==> config.mk <==
export PLATFORM = sky130hd
export DESIGN_NAME = gf_mult_seq_flat
export DESIGN_NICKNAME = d
export VERILOG_FILES = /design/src/rtl/gf_mult_seq_if.sv /design/src/rtl/gf_mult_seq.sv /design/src/flat_wrapper.sv
export SDC_FILE = /design/constraint.sdc
export NUM_CORES = 1
export LEC_CHECK = 0
export CORE_ASPECT_RATIO = 1.2
export CORE_MARGIN = 2
export CORE_UTILIZATION = 30
export CTS_BUF_LIST = sky130_fd_sc_hd__clkbuf_2
export DETAILED_ROUTE_END_ITERATION = 12
export GPL_ROUTABILITY_DRIVEN = 0
export PLACE_DENSITY_LB_ADDON = 0.2
export SLEW_MARGIN = 20
export SYNTH_ARGS = -nofsm -noshare
export SYNTH_HDL_FRONTEND = slang
export SYNTH_SLANG_ARGS = --single-unit
==> constraint.sdc <==
create_clock -name clk -period 2 [get_ports clk]
set_input_delay 0.2 -clock clk [delete_from_list [all_inputs] [get_ports clk]]
set_output_delay 0.2 -clock clk [all_outputs]
set_load 0.005 [all_outputs]
==> src/rtl/gf_mult_seq_if.sv <==
// Operand/result handshake bundle for gf_mult_seq.
// The requester uses the master modport and the multiplier uses the slave modport.
interface gf_mult_seq_if #(
  parameter int WIDTH = 8
);
  logic             in_valid;
  logic             in_ready;
  logic [WIDTH-1:0] a;
  logic [WIDTH-1:0] b;
  logic             acc;
  logic             out_valid;
  logic             out_ready;
  logic [WIDTH-1:0] product;
  logic             busy;

  modport master (
    output in_valid, a, b, acc, out_ready,
    input  in_ready, out_valid, product, busy
  );

  modport slave (
    input  in_valid, a, b, acc, out_ready,
    output in_ready, out_valid, product, busy
  );
endinterface

==> src/rtl/gf_mult_seq.sv <==
// Sequential digit-serial GF(2^WIDTH) multiplier with an optional XOR-accumulate of successive products.
// The product register is also the accumulator for the next acc=1 operation.
module gf_mult_seq #(
  parameter int               WIDTH = 8,
  parameter logic [WIDTH-1:0] POLY  = 8'h1B,
  parameter int               DIGIT = 1
) (
  input logic          clk,
  input logic          rst,
  gf_mult_seq_if.slave bus
);

  localparam int L     = WIDTH / DIGIT;
  localparam int CNT_W = (L > 1) ? $clog2(L) : 1;
  localparam logic [CNT_W-1:0] CNT_LAST = CNT_W'(L - 1);

  if (WIDTH < 2) begin : g_bad_width
    $error("gf_mult_seq: WIDTH must be at least 2");
  end
  if ((DIGIT < 1) || ((WIDTH % DIGIT) != 0)) begin : g_bad_digit
    $error("gf_mult_seq: DIGIT must divide WIDTH");
  end

  typedef enum logic [1:0] {
    S_IDLE = 2'd0,
    S_BUSY = 2'd1,
    S_DONE = 2'd2
  } state_t;

  state_t           r_state;
  logic             r_in_ready;
  logic             r_out_valid;
  logic             r_busy;
  logic             r_acc;
  logic [WIDTH-1:0] r_product;
  logic [WIDTH-1:0] r_a;
  logic [WIDTH-1:0] r_b;
  logic [WIDTH-1:0] r_p;
  logic [CNT_W-1:0] r_cnt;

  logic [WIDTH-1:0] w_p_next;
  logic [WIDTH-1:0] w_b_next;

  function automatic logic [WIDTH-1:0] xtime(input logic [WIDTH-1:0] x);
    logic [WIDTH-1:0] sh;
    sh = {x[WIDTH-2:0], 1'b0};
    if (x[WIDTH-1]) begin
      xtime = sh ^ POLY;
    end else begin
      xtime = sh;
    end
  endfunction

  // r_b is shifted left as bits are consumed, so its MSB is always the next multiplier bit.
  always_comb begin
    w_p_next = r_p;
    w_b_next = r_b;
    for (int i = 0; i < DIGIT; i++) begin
      if (w_b_next[WIDTH-1]) begin
        w_p_next = xtime(w_p_next) ^ r_a;
      end else begin
        w_p_next = xtime(w_p_next);
      end
      w_b_next = {w_b_next[WIDTH-2:0], 1'b0};
    end
  end

  always_ff @(posedge clk or posedge rst) begin
    if (rst) begin
      r_state     <= S_IDLE;
      r_in_ready  <= 1'b1;
      r_out_valid <= 1'b0;
      r_busy      <= 1'b0;
      r_acc       <= 1'b0;
      r_product   <= {WIDTH{1'b0}};
      r_a         <= {WIDTH{1'b0}};
      r_b         <= {WIDTH{1'b0}};
      r_p         <= {WIDTH{1'b0}};
      r_cnt       <= {CNT_W{1'b0}};
    end else begin
      case (r_state)
        S_IDLE: begin
          if (bus.in_valid) begin
            r_a        <= bus.a;
            r_b        <= bus.b;
            r_acc      <= bus.acc;
            r_p        <= {WIDTH{1'b0}};
            r_cnt      <= {CNT_W{1'b0}};
            r_in_ready <= 1'b0;
            r_busy     <= 1'b1;
            r_state    <= S_BUSY;
          end
        end
        S_BUSY: begin
          r_p   <= w_p_next;
          r_b   <= w_b_next;
          r_cnt <= r_cnt + CNT_W'(1);
          if (r_cnt == CNT_LAST) begin
            r_product   <= w_p_next ^ (r_acc ? r_product : {WIDTH{1'b0}});
            r_out_valid <= 1'b1;
            r_state     <= S_DONE;
          end
        end
        S_DONE: begin
          if (bus.out_ready) begin
            r_out_valid <= 1'b0;
            r_in_ready  <= 1'b1;
            r_busy      <= 1'b0;
            r_state     <= S_IDLE;
          end
        end
        default: begin
          r_state     <= S_IDLE;
          r_in_ready  <= 1'b1;
          r_out_valid <= 1'b0;
          r_busy      <= 1'b0;
        end
      endcase
    end
  end

  assign bus.in_ready  = r_in_ready;
  assign bus.out_valid = r_out_valid;
  assign bus.product   = r_product;
  assign bus.busy      = r_busy;

endmodule

==> src/flat_wrapper.sv <==
// flat-port wrapper written by rule: the top's interface ports become plain ports
module gf_mult_seq_flat 
#(
  parameter int               WIDTH = 8,
  parameter logic [WIDTH-1:0] POLY  = 8'h1B,
  parameter int               DIGIT = 1
)
  (clk, rst, bus_in_valid, bus_a, bus_b, bus_acc, bus_out_ready, bus_in_ready, bus_out_valid, bus_product, bus_busy);
  gf_mult_seq_if #(.WIDTH(WIDTH)) bus_i ();
  input logic clk;
  input logic rst;
  input wire logic [$bits(bus_i.in_valid)-1:0] bus_in_valid;
  input wire logic [$bits(bus_i.a)-1:0] bus_a;
  input wire logic [$bits(bus_i.b)-1:0] bus_b;
  input wire logic [$bits(bus_i.acc)-1:0] bus_acc;
  input wire logic [$bits(bus_i.out_ready)-1:0] bus_out_ready;
  output wire logic [$bits(bus_i.in_ready)-1:0] bus_in_ready;
  output wire logic [$bits(bus_i.out_valid)-1:0] bus_out_valid;
  output wire logic [$bits(bus_i.product)-1:0] bus_product;
  output wire logic [$bits(bus_i.busy)-1:0] bus_busy;
  assign bus_i.in_valid = bus_in_valid;
  assign bus_i.a = bus_a;
  assign bus_i.b = bus_b;
  assign bus_i.acc = bus_acc;
  assign bus_i.out_ready = bus_out_ready;
  assign bus_in_ready = bus_i.in_ready;
  assign bus_out_valid = bus_i.out_valid;
  assign bus_product = bus_i.product;
  assign bus_busy = bus_i.busy;
  gf_mult_seq #(.WIDTH(WIDTH), .POLY(POLY), .DIGIT(DIGIT)) u_core (.clk(clk), .rst(rst), .bus(bus_i));
endmodule
==> Word level (Yosys, flattened, before mapping) <==
Index checks and enable logic that the tools add are counted.
{ "totals": {"out_inout_bits": 11, "ff_bits": 41, "elab_cells": 52, "inputBits": 21} }
{ "op_classes": {"n_mux": 22, "n_eq_ne": 6, "n_bitwise": 5, "n_reduce_logical": 8, "addsub": 1} }
{ "ops": {"columns": ["cell", "n"], "rows": [
  ["two-way mux 8 bit", 5],
  ["case mux 8 bit (2 select lines)", 2],
  ["bitwise XOR 8 bit", 2],
  ["case mux 1 bit (3 select lines)", 3],
  ["AND reduction 3 bit", 3],
  ["two-way mux 2 bit", 3],
  ["case mux 2 bit (3 select lines)", 1],
  ["case mux 3 bit (2 select lines)", 1],
  ["AND reduction 2 bit", 3],
  ["two-way mux 1 bit", 5],
  ["two-way mux 5 bit", 1],
  ["inequality test 2 bit (second input constant)", 2],
  ["inverter 4 bit", 1],
  ["adder 3 x 1 -> 3 bit (second input constant)", 1],
  ["equality test 3 bit (second input constant)", 1],
  ["two-way mux 3 bit", 1],
  ["equality test 2 x 1 -> 1 bit (second input constant)", 1],
  ["equality test 2 bit (second input constant)", 1],
  ["zero test 2 bit", 1],
  ["inequality test 2 x 1 -> 1 bit (second input constant)", 1],
  ["inverter 1 bit", 2],
  ["nonzero test 2 bit", 1]
]} }

==> Logic depth before layout (Yosys ltp) <==
Gate-level depths: netlist of run 1.
{ "depth": {"word_depth": 6, "depth_mapped": 7, "mapped_depth_nobuf": 6} }

==> Worst setup path after synthesis of run 1 <==
No wires, ideal clock.
{ "synth_path": {"kind": "register to register", "start": "register u_core.r_cnt[0]", "end": "register u_core.r_product[0] (netlist: u_core.bus.product[0])", "path_buffers": 1, "setup_time_ns": 0.099, "period_less_slack_ns": 1.517, "stages_incl_launch_ff": 7, "arrival_ns": 1.418, "slack_ns": 0.483, "t_required_ns": 1.901, "cell_sequence": "dfrtp_1 > ha_1 > ha_1 > and3b_1 > buf_6 > and2_4 > a311oi_1"} }
{ "synth_via": {"elab_chain_cells": 2} }
{ "synth_lines": {"columns": ["element", "line", "source"], "rows": [
  ["start: declaration", "gf_mult_seq.sv:39", "logic [CNT_W-1:0] r_cnt;"],
  ["start signal: assignment", "gf_mult_seq.sv:79", "r_cnt <= {CNT_W{1'b0}};"],
  ["start signal: assignment", "gf_mult_seq.sv:88", "r_cnt <= {CNT_W{1'b0}};"],
  ["start signal: assignment", "gf_mult_seq.sv:97", "r_cnt <= r_cnt + CNT_W'(1);"],
  ["equality test 3 bit", "gf_mult_seq.sv:98", "if (r_cnt == CNT_LAST) begin"],
  ["AND reduction 2 bit (no line)", null, null],
  ["end signal: assignment", "gf_mult_seq.sv:75", "r_product <= {WIDTH{1'b0}};"],
  ["end signal: assignment", "gf_mult_seq.sv:99", "r_product <= w_p_next ^ (r_acc ? r_product : {WIDTH{1'b0}});"],
  ["end: declaration", "gf_mult_seq.sv:35", "logic [WIDTH-1:0] r_product;"]
]} }
Every way passes these cells.
A chain may end at the register's enable or synchronous reset.

==> Worst setup path after layout of run 1 <==
{ "layout_path": {"start": "register u_core.r_cnt[0]", "end": "register u_core.r_product[3] (netlist: u_core.bus.product[3])"} }
Same word-level chain as after synthesis.

==> results of run 1 <==
[final timing paths]
path,depth (start not counted),from,end
worst max register to register,6,u_core.r_cnt[0],u_core.bus.product[3]
worst max-delay path,6,u_core.r_cnt[0],u_core.bus.product[3]
max in group asynchronous,3,rst,u_core.bus.in_ready
worst min-delay path,3,rst,u_core.r_b[0]
worst min register to register,2,u_core.bus.in_ready,u_core.bus.in_ready
min in group clk,2,bus_b[0],u_core.r_b[0]
[worst max-delay path, cell delays in order (launching register included)]
cell      delay (ps)
dfrtp_1          410
ha_1             160
ha_1             160
and3b_1          400
buf_4            230
nor2_1            50
a311oi_1         220
[flip-flops by register name (all words and copies together), names as in the netlist]
name                  count
u_core.bus.busy           1
u_core.r_cnt              3
u_core.bus.in_ready       1
u_core.r_acc              1
u_core.bus.product        8
u_core.r_state            2
u_core.r_b                8
u_core.r_a                8
u_core.bus.out_valid      1
u_core.r_p                8
[cell type report]
| cell class | instances | area, um^2 | area share (%) |
|---|---|---|---|
| clock buffer | 5 | 25.0 | 1.07 |
| tap | 82 | 103 | 4.37 |
| inverter | 2 | 7.51 | 0.320 |
| multi-input combinational | 116 | 803 | 34.2 |
| timing repair buffer | 39 | 370 | 15.8 |
| sequential | 41 | 1030 | 43.7 |
| clock inverter | 3 | 12.5 | 0.533 |
[metrics by stage]
stage,worst slack [ps],cells,utilization [%]
CTS,248,288,38.6
detailed placement,311,280,37.9
finish,296,288,38.6
floorplan,483,170,-
global route,130,288,38.6
global placement,313,280,37.9
[power groups by stage]
stage / registers (W) / logic, W / clock network [W]
floorplan: 0.00136 / 0.00113 / 0
detailed placement: 0.00148 / 0.00144 / 0
finish: 0.00146 / 0.00141 / 0.000351
CTS: 0.00146 / 0.00144 / 0.000367
global route: 0.00151 / 0.00159 / 0.000397
global placement: 0.00148 / 0.00141 / 0
[metal layers]
metal  vias up  global-route usage [%]
met4         0                    4.09
li1        666                       -
met1       653                    15.4
met2        23                    17.8
met3         6                    3.08
met5         -                       0
[cell families after synthesis]
group           Yosys count  synth area share (%)
simple gates             42                  11.4
fa+ha+maj                 2                  1.31
buf+inv                  13                  4.00
flops                    41                  53.9
compound gates           49                  16.7
xor+xnor                 11                  5.84
mux                      12                  6.89
[cell usage in the layout (no fill, tap or decap), types with 5 or more instances in the layout]
cell and instances:
dfrtp_1 40, clkdlybuf4s50_1 31, nand2_1 20, a21oi_1 19
a22o_1 11, o21ai_0 10, mux2_2 9, nor2_1 8
buf_4 8, and3b_1 7, xnor2_1 7, a311oi_1 5
clkbuf_2 5
==> results.txt, run 1 <==
Status: finished, final reports clean
CTS Sinks: 41
Top-count cell post-synth: dfrtp_1
Fin. Hold Viols: 0
Average size of a mapped cell: 11.2 um^2
Iter 0 DRT Violations: 58
Area grow syn2layout: 23.2%
Skew final: 9.20 ps
Placement-stage cell area: 2310 um^2
Final wirelength: 3720 um
Initial Utilization: 31.3%
Critical path peak fanout: 8
Post-DP HPWL: 2610 um
Synth top area cells: dfrtp_1 (52%), mux2_2 (5.3%), a22o_1 (5.1%), a21oi_1 (5.0%), nand2_1 (3.9%)
Clock tree from TritonCTS: yes
Cell variety after synth: 30
Minimum clock period: 1700 ps
CTS Root Cell: clkbuf_2
Clk_lat worst skew: 400 ps
Asr flop ratio synth: 100%
H-Tree Depth: 2
MaxCap Viol Count: 0
Post-synthesis sequential area ratio: 53.9%
NetSw: 0.00118 W
PostCTS Resize Cnt: 0
Vias per cell: 4.68
DIE AREA: 7010 um^2
CTS buffer count: 5
Initial antenna violation count: 0
N_diodes: 0
Port bufs: 31
Clock transition at the registers of the reported paths: 210 ps
Internal cell power: 0.00204 W
Post-synth top area cell: dfrtp_1
Design Area, Final: 2350 um^2
Post-Syn Area: 1910 um^2
Switching portion of total power: 36.7%
Worst rel slew slack: 48.1%
Die H: 91.3 um
Leak pwr: 1.04 nW
Post-CTS Setup Bufs: 0
Clock network fraction of total power: 10.9%
Sequential share of power: 45.3%
VDD IR-drop max: 0.546 mV
Die X: 76.8 um
WHS: 195 ps
Synth Flop Type: dfrtp_1
Worst-Margin Slew: 778 ps
FILL cells: 626
Core Area: 6090 um^2
I/O Pins: 32
Share of the synthesized area in the top cell type: 52.5%
Met3 WL: 129 um
Nets: 228
Period utilisation layout: 85.2%
Logic pwr share: 43.8%
Ys Warns: 0
Routed length on met2: 1670 um
Vias in the first global route: 1325
# rows: 31
Fmax: 0.587 GHz
Synthesized net count: 193
PwrDens: 1370 nW/um^2
Gr usage total: 11.5%
Vias after detailed routing: 1348
Number of iterations in the first detailed-routing pass: 4
Post-DRT Antenna Nets: 0
Hold crit path type: input port to asynchronous set/reset pin
Largest net degree at the start of global routing: 42
Max-slew violation count: 0
Grt total ovfl: 0
Global-route wire length before repair: 6360 um
Setup TNS: 0 ps
Post-synth EDFFs: 0
Post-Synthesis Cells: 170
Synth cell count leaders: dfrtp_1 (40), nand2_1 (20), a21oi_1 (19), a22o_1 (11), o21ai_0 (10)
WS Path Type: flip-flop to flip-flop
R2R Setup Slk: 300 ps
DRT met1 WL: 1870 um
Critical path data arrival time: 2020 ps
Clk buf depth: 2
Avg WL per Cell: 12.9 um
# hold bufs at CTS: 0
Drt drc: 0
FF+latch count, synth: 41
Setup crit end kind: flip-flop
RSZ-0062 raised after global routing: no
Total power draw: 0.00322 W
Share of layout cells above drive strength 1: 14.1%
CP required: 2320 ps
Final setup vio count: 0
Top Metal Used: met4
CP Launch Type: flip-flop
(Power assumes the default switching activity.)
==> run 2: changes to the inputs <==
ABC_AREA = 1   (was not set)
CORE_MARGIN = not set   (was 2)
clock period = 1.55 ns   (was 2 ns; I/O delays follow)
==> run 2 against run 1 <==
Against the previous run: utilization rose by 1.4 points; flip-flop and latch count did not move; clock power rose by 75%; sequential share of layout area fell by 4.6 points; non-clock buffer count did not move; wire length rose by 10%; clock-buffer cell count rose by 1.
==> results.txt, run 2 <==
N_diodes: 0
CP Launch Type: flip-flop
Sequential share of power: 35.9%
Die H: 93.5 um
Skew final: 12.4 ps
PwrDens: 2020 nW/um^2
I/O Pins: 32
Internal cell power: 0.00312 W
Status: finished, final reports clean
Average size of a mapped cell: 8.90 um^2
Final setup vio count: 0
Hold crit path type: input port to asynchronous set/reset pin
Largest net degree at the start of global routing: 42
Cells along the critical path: clkdlybuf4s50_1
Share of layout cells above drive strength 1: 17.8%
Worst path max stage delay: 500 ps
Global-route wire length before repair: 7460 um
Grt total ovfl: 0
Synthesized net count: 258
Nets: 298
VDD IR-drop max: 0.754 mV
Gr usage total: 13.1%
Worst R2R Path Depth: 9
Slowest cell on crit path: clkdlybuf4s50_1
Setup crit end kind: primary output
Worst path top cell family by delay: buffers and inverters
Top-count cell post-synth: nand2_1
Fmax: 0.694 GHz
FILL cells: 690
Vias after detailed routing: 1574
FF+latch count, synth: 41
Setup TNS: 0 ps
Post-Synthesis Cells: 235
Worst-Margin Slew: 307 ps
NetSw: 0.00218 W
Leading cell types in the layout, fill and taps excluded: nand2_1 (76), dfrtp_1 (40), inv_1 (30), clkdlybuf4s50_1 (30), nor2_1 (15)
Final wirelength: 4100 um
Post-synth EDFFs: 0
# hold bufs at CTS: 0
Minimum clock period: 1440 ps
Max-slew violation count: 0
Core Area: 6570 um^2
CTS Sinks: 41
Initial Utilization: 31.8%
Iter 0 DRT Violations: 51
CTS Root Cell: clkbuf_2
Synth cell count leaders: nand2_1 (76), dfrtp_1 (40), inv_1 (30), nor2_1 (15)
Initial antenna violation count: 0
Post-DP HPWL: 3040 um
Total power draw: 0.00530 W
Vias per cell: 4.36
Placement-stage cell area: 2530 um^2
Switching portion of total power: 41.1%
CTS buffer count: 5
Fin worst setup slack: 109 ps
Vias in the first global route: 1632
MaxCap Viol Count: 0
Clock tree from TritonCTS: yes
Critical path data arrival time: 1290 ps
Critical path peak fanout: 2
Cell variety after synth: 26
Post-synthesis sequential area ratio: 49.1%
WS Path Type: flip-flop to primary output
Post-DRT Antenna Nets: 0
Post-Syn Area: 2090 um^2
Synth Flop Type: dfrtp_1
Clock network fraction of total power: 11.6%
Commonest non-fill, non-tap cell in the layout: nand2_1
Clk buf depth: 2
Bufs and invs on worst path: 1
Synth top area cells: dfrtp_1 (48%), nand2_1 (14%), inv_1 (5.4%), o21ai_2 (4.6%), nor2_1 (2.7%)
# rows: 32
Area grow syn2layout: 25.5%
Avg WL per Cell: 11.4 um
Port bufs: 31
CP required: 1390 ps
Stages on the worst setup path: 1
Asr flop ratio synth: 100%
Share of the synthesized area in the top cell type: 47.9%
CP startpoint: u_core.bus.out_valid
Worst flop-to-flop path startpoint: u_core.r_cnt[0]
Logic pwr share: 52.5%
Clk_lat worst skew: 380 ps
H-Tree Depth: 2
Fin. Hold Viols: 0
Leak pwr: 1.28 nW
Drt drc: 0
Clock transition at the registers of the reported paths: 210 ps
Die X: 78.2 um
Ys Warns: 0
DIE AREA: 7310 um^2
Period utilisation layout: 92.9%
WHS: 86.4 ps
Post-place setup slack: 53.3 ps
Worst rel slew slack: 79.5%
Number of iterations in the first detailed-routing pass: 4
Design Area, Final: 2620 um^2
Post-synth top area cell: dfrtp_1
==> run 2: changes by cell type after synthesis, sizes merged, moves of 6 or more <==
| cell | change |
|---|---|
| nand2 | +60 |
| inv | +31 |
| a21oi | -17 |
| o21ai | +14 |
| nand3 | +12 |
| nor2 | +10 |
| a22o | -9 |
| mux2 | -9 |
| and3b | -7 |
| xnor2 | -6 |
==> run 2: worst register-to-register path, cell delays in order (launching register included) <==
cell,delay [ps]
dfrtp_1,420
ha_2,210
ha_4,160
inv_1,60
nor2_4,180
nand2_4,100
nand2_1,80
nand2_1,50
inv_1,50
nor2_1,30
==> run 2: path summary, 6_finish.rpt <==
kind                                          to  slack, ps
setup / recovery                   bus_out_valid        110
hold / removal                     u_core.r_a[1]         90
setup reg to reg           u_core.bus.product[4]        140
hold reg to reg              u_core.bus.in_ready        490
max in group asynchronous    u_core.bus.in_ready       1200
min in group clk                   u_core.r_a[1]        280
==> run 2: power by group through the flow <==
stage | sequential (W) | combinational, W | clock [W]
2_1_floorplan | 0.00185 | 0.00205 | 0
3_3_place_gp | 0.00192 | 0.00274 | 0
3_5_place_dp | 0.00193 | 0.00277 | 0
4_1_cts | 0.00190 | 0.00277 | 0.000646
5_1_grt | 0.00197 | 0.00319 | 0.000690
6_report | 0.00190 | 0.00278 | 0.000615
==> run 2: layer usage <==
layer	wire length, um	up-vias	global-route usage [%]
met5	0	-	0
met4	59	0	4.63
met3	113	6	2.34
met2	2110	25	23.7
met1	1820	722	15.5
li1	-	821	-
==> run 2: final cells by class <==
class	count	area (um^2)	share of cell area, %
Clock inverter	2	33.8	1.29
Clock buffer	6	30.0	1.14
Sequential cell	41	1030	39.2
Timing Repair Buffer	39	407	15.5
Tap cell	85	106	4.05
Multi-Input combinational cell	155	893	34.0
Inverter	33	126	4.82
==> run 2: kinds of logic after synthesis <==
logic type | share of synthesized area, %
AND/OR/NAND/NOR | 24.0
flip-flops | 49.1
buffers and inverters | 8.86
AO/OA/AOI/OAI | 14.3
XOR/XNOR | 2.51
adder cells (fa/ha/maj) | 1.20
==> run 2: stage by stage <==
step,utilization (%),cells
final,40.0,361
after global routing,40.0,361
after CTS,39.5,359
after detailed placement,38.5,351
after global placement,38.5,351
after floorplan,-,235
==> run 2: timing repair <==
item	CTS	global route
setup endpoints to repair	1	6
hold endpoints to repair	0	0
pin swaps	0	1
buffers inserted	0	2
gates resized for setup	1	3
